<file path="config.mk">
export PLATFORM = sky130hd
export DESIGN_NAME = pipe_skid_stage
export DESIGN_NICKNAME = d
export VERILOG_FILES = /design/src/rtl/pipe_skid_stage_pkg.sv /design/src/rtl/pipe_skid_stage.sv
export SDC_FILE = /design/constraint.sdc
export NUM_CORES = 1
export LEC_CHECK = 0
export ABC_AREA = 1
export CAP_MARGIN = 20
export CORE_AREA = 5 5 116 91
export DETAILED_ROUTE_END_ITERATION = 6
export DIE_AREA = 0 0 121 96
export GPL_TIMING_DRIVEN = 0
export PLACE_DENSITY = 0.61
export SETUP_SLACK_MARGIN = 0.2
export SYNTH_ARGS = -nofsm -noshare
export SYNTH_HDL_FRONTEND = slang
export SYNTH_SLANG_ARGS = --single-unit
</file>
<file path="constraint.sdc">
create_clock -name clk -period 1.2 [get_ports clk]
set_input_delay 0.24 -clock clk [delete_from_list [all_inputs] [get_ports clk]]
set_output_delay 0.24 -clock clk [all_outputs]
set_load 0.01 [all_outputs]
</file>
<file path="src/rtl/pipe_skid_stage_pkg.sv">
// Shared pipeline definitions: skid-stage state encoding and per-stage payload bundles.
// The state encoding equals the number of held entries, so occupancy is the state itself.
package pipe_skid_stage_pkg;

  typedef enum logic [1:0] {
    EMPTY = 2'd0,
    ONE   = 2'd1,
    FULL  = 2'd2
  } pipe_state_t;

  // Example MEM/WB bundle; callers pack it into the WIDTH-bit payload.
  typedef struct packed {
    logic [31:0] result;
    logic [4:0]  rd;
    logic        reg_write;
  } mem_wb_t;

  localparam int MEM_WB_WIDTH = $bits(mem_wb_t);

endpackage

</file>
<file path="src/rtl/pipe_skid_stage.sv">
// Handshaked pipeline register with a two-entry skid buffer and flush.
// in_ready and out_valid are decoded from the state register only, so no input reaches an output.
module pipe_skid_stage
  import pipe_skid_stage_pkg::*;
#(
  parameter int WIDTH      = 32,
  parameter bit CLEAR_DATA = 1'b1
) (
  input  logic             clk,
  input  logic             rst,
  input  logic             flush,
  input  logic             stall,
  input  logic             in_valid,
  output logic             in_ready,
  input  logic [WIDTH-1:0] in_data,
  output logic             out_valid,
  input  logic             out_ready,
  output logic [WIDTH-1:0] out_data,
  output logic [1:0]       occupancy
);

  pipe_state_t      state_reg;
  logic [WIDTH-1:0] main_reg;
  logic [WIDTH-1:0] skid_reg;
  logic             in_fire;
  logic             out_fire;

  assign in_ready  = (state_reg != FULL);
  assign out_valid = (state_reg != EMPTY);
  assign out_data  = main_reg;
  assign occupancy = state_reg;

  assign in_fire  = in_valid & in_ready;
  assign out_fire = out_valid & out_ready & ~stall;

  always_ff @(posedge clk) begin
    if (rst) begin
      state_reg <= EMPTY;
      if (CLEAR_DATA) begin
        main_reg <= '0;
        skid_reg <= '0;
      end
    end else if (flush) begin
      // Any coincident transfers are considered complete; the data is discarded.
      state_reg <= EMPTY;
      if (CLEAR_DATA) begin
        main_reg <= '0;
        skid_reg <= '0;
      end
    end else begin
      case (state_reg)
        EMPTY: begin
          if (in_fire) begin
            main_reg  <= in_data;
            state_reg <= ONE;
          end
        end
        ONE: begin
          if (in_fire && out_fire) begin
            main_reg <= in_data;
          end else if (in_fire) begin
            skid_reg  <= in_data;
            state_reg <= FULL;
          end else if (out_fire) begin
            state_reg <= EMPTY;
          end
        end
        FULL: begin
          // in_ready is low here, so only the head can move.
          if (out_fire) begin
            main_reg  <= skid_reg;
            state_reg <= ONE;
          end
        end
        default: state_reg <= EMPTY;
      endcase
    end
  end

endmodule

</file>
==> results.tsv <==
metric	value	unit
Slew Limit Headroom	0.657	
post-synthesis cell area	0.00317	mm^2
r2r setup slk	-0.21	ns
Antenna Cells	0	
VDD IR max	0.680	mV
Worst Path Max Fanout	7	
Critical Path AT	1.63	ns
FP Rows	31	
CTS tree	built	
critical path class	register to register	
# hold bufs at CTS	0	
outcome	finished, violations left	
unrepaired setup endpoints after global routing	true	
syn_nets	516	
gpl congestion	0.807	
Least-Margin Pin Slew	0.514	ns
vias in the first global route	3482	
CP startpoint kind	register	
maxcap violations	0	
Setup Total Neg Slack	-10.57	ns
ANT nets after route	0	
CP Capture Point	out_data[18]$_SDFFE_PP0P_	
global route overflow	0	
CP required	1.42	ns
most common cell after layout, fill and taps aside	nand2_1	
routed wire length	11300	um
Cells after Synth	478	
clock sinks	66	
WL/cell	14.8	um
slowest stage cell, crit path	dfxtp_2	
Vias	3731	
compound-cell area share of the yosys netlist	0.104	
fin nets	665	
die height	96	um
Synth Warn #	0	
Tot GR Track Use	0.192	
die footprint	0.0116	mm^2
Area growth syn-to-layout	80.1	%
hpwl dp	6620	um
Initial Utilization	0.339	
leakage	2.66	nW
initial antenna violation count	0	
Final Hold Vio Count	0	
max incr delay on CP	0.32	ns
DP Cell Count	683	
origin of the critical flop-to-flop path	occupancy[1]$_SDFFE_PP0P_	
Achievable Freq	0.709	GHz
sequential area share after synthesis	0.417	
CP dominant cell by count	buf_8	
cts bufs inserted	9	
commonest non-fill, non-tap cells in the layout	94 x nand2_1, 70 x nor2_1, 59 x buf_6, 45 x buf_4, 44 x nand3_1	
simple-gate area share of the yosys netlist	0.361	
post-synth cell types	23	
Core Box Area	0.00935	mm^2
Final min period	1.41	ns
Max H-tree Level	3	
initial DRC count	285	
pwr dens	1150	mW/mm^2
die width	121	um
DRC viols	0	
final setup violation count	69	
CTS clk-pin slew, worst paths	0.06	ns
r2r endpoint	out_data[18]$_SDFFE_PP0P_	
post-synthesis average cell area	6.63	um^2
Worst-Skew Late Latency	0.33	ns
DR pass1 iterations	6	
Reg2Reg Depth	9	
Worst Setup SP	occupancy[1]$_SDFFE_PP0P_	
count of state elements after synthesis	66	
Port Buffers	73	
adder-cell share of the synthesized area	0	
post-synthesis xor/xnor area fraction	0	
worst clock skew	0.00653	ns
Hold WC Path Type	register to register	
crit-path cells	buf_8 > inv_6 > nand3_4 > o21ai_4 > buf_8 > buf_6 > nand3_2 > nand2_1 > nor2_1	
largest family of logic cells by synthesized area	simple AND/OR/NAND/NOR gates	
Slew Limit Fails	0	
non-filler cells, final	764	
CP endpoint kind	register	
hold path cells	2	
first-pass GRT wire length	17500	um
IO Pins	74	
largest net degree at the start of global routing	12	
share of layout cells above drive strength 1	0.457	
Hold Slack	0.485	ns
Avg Vias per Cell	4.88	
final cycle utilization of the critical path	1.17	
Clk Tree Root Cell	clkbuf_16	
failing checks	negative setup slack	
Max clock buf depth	2	
Setup WS post-layout	-0.210	ns
post-synthesis mux area share	0	
post-layout power	6.59	mW
==> layer usage <==
layer / global-route usage / vias to the layer above / part of all wire
li1: - / 1818 / -
met1: 0.256 / 1760 / 0.44
met2: 0.314 / 133 / 0.48
met3: 0.0441 / 20 / 0.067
met4: 0.0509 / 0 / 0.017
met5: 0 / - / 0
==> metrics by stage <==
stage	utilization	worst slack [ns]	area [um^2]
2_1_floorplan	-	-0.0495	3210
3_3_place_gp	0.439	-0.704	4100
3_5_place_dp	0.439	-0.707	4100
4_1_cts	0.573	-0.172	5360
5_1_grt	0.610	-0.292	5700
6_report	0.610	-0.210	5700
==> worst max-delay path: cells and delay by family (launching register included) <==
kind / cells / cell delay [ns]
DFF: 1 / 0.32
and+or+nand+nor: 4 / 0.25
buffers and inverters: 4 / 0.53
AOI/OAI and AO/OA: 1 / 0.19
==> synth_stat cells <==
library cell  count  area share
nand2_2           1      0.0020
nor2_8            1      0.0063
o21ai_0          32       0.051
nor2_1          101        0.12
buf_6             7       0.025
inv_4             1      0.0020
buf_4             6       0.014
buf_2            10       0.016
a21oi_1          32       0.051
inv_1            37       0.044
clkbuf_1         11       0.013
buf_1             1      0.0012
dfxtp_1          66        0.42
nand3_1          64        0.10
nor3_1            1      0.0016
inv_2             1      0.0012
clkbuf_2          1      0.0016
nand3_2           1      0.0032
o21ai_1           2      0.0032
nand2_1          97        0.11
nand2_4           1      0.0036
nor2_2            3      0.0059
nor3b_1           1      0.0024
==> final cells by class <==
type                       instances  area [um^2]
clock buffer                      12          267
tap                              132          165
sequential                        66         1370
buffer                            36          377
multi-input combinational        338         1930
timing repair buffer             137         1370
fill                             795         3640
inverter                          39          166
clock inverter                     4         72.6
==> worst min path at each step <==
stage / from / endpoint
2_1_floorplan: in_data[0] / skid_reg[0]$_SDFFE_PP0P_
5_1_grt: out_data[4]$_SDFFE_PP0P_ / out_data[4]$_SDFFE_PP0P_
3_5_place_dp: out_data[18]$_SDFFE_PP0P_ / out_data[18]$_SDFFE_PP0P_
3_3_place_gp: out_data[21]$_SDFFE_PP0P_ / out_data[21]$_SDFFE_PP0P_
6_report: out_data[12]$_SDFFE_PP0P_ / out_data[12]$_SDFFE_PP0P_
4_1_cts: out_data[0]$_SDFFE_PP0P_ / out_data[0]$_SDFFE_PP0P_
==> kinds of logic after synthesis <==
group	Yosys count
buffers and inverters	75
DFF	66
and+or+nand+nor	271
AOI/OAI and AO/OA	66
==> power by group <==
part | internal (mW) | total (mW) | switching [mW]
combinational | 0.658 | 1.28 | 0.623
sequential | 2.28 | 2.34 | 0.0564
clock | 1.99 | 2.97 | 0.982
==> what timing repair did <==
action                     in CTS  in global routing
setup endpoints to repair     102                102
pin swaps                      45                 18
gates resized for setup       343                 98
cloned                         15                  0
setup buffers                  39                 11
No activity file was read; power rests on OpenSTA's default activity.
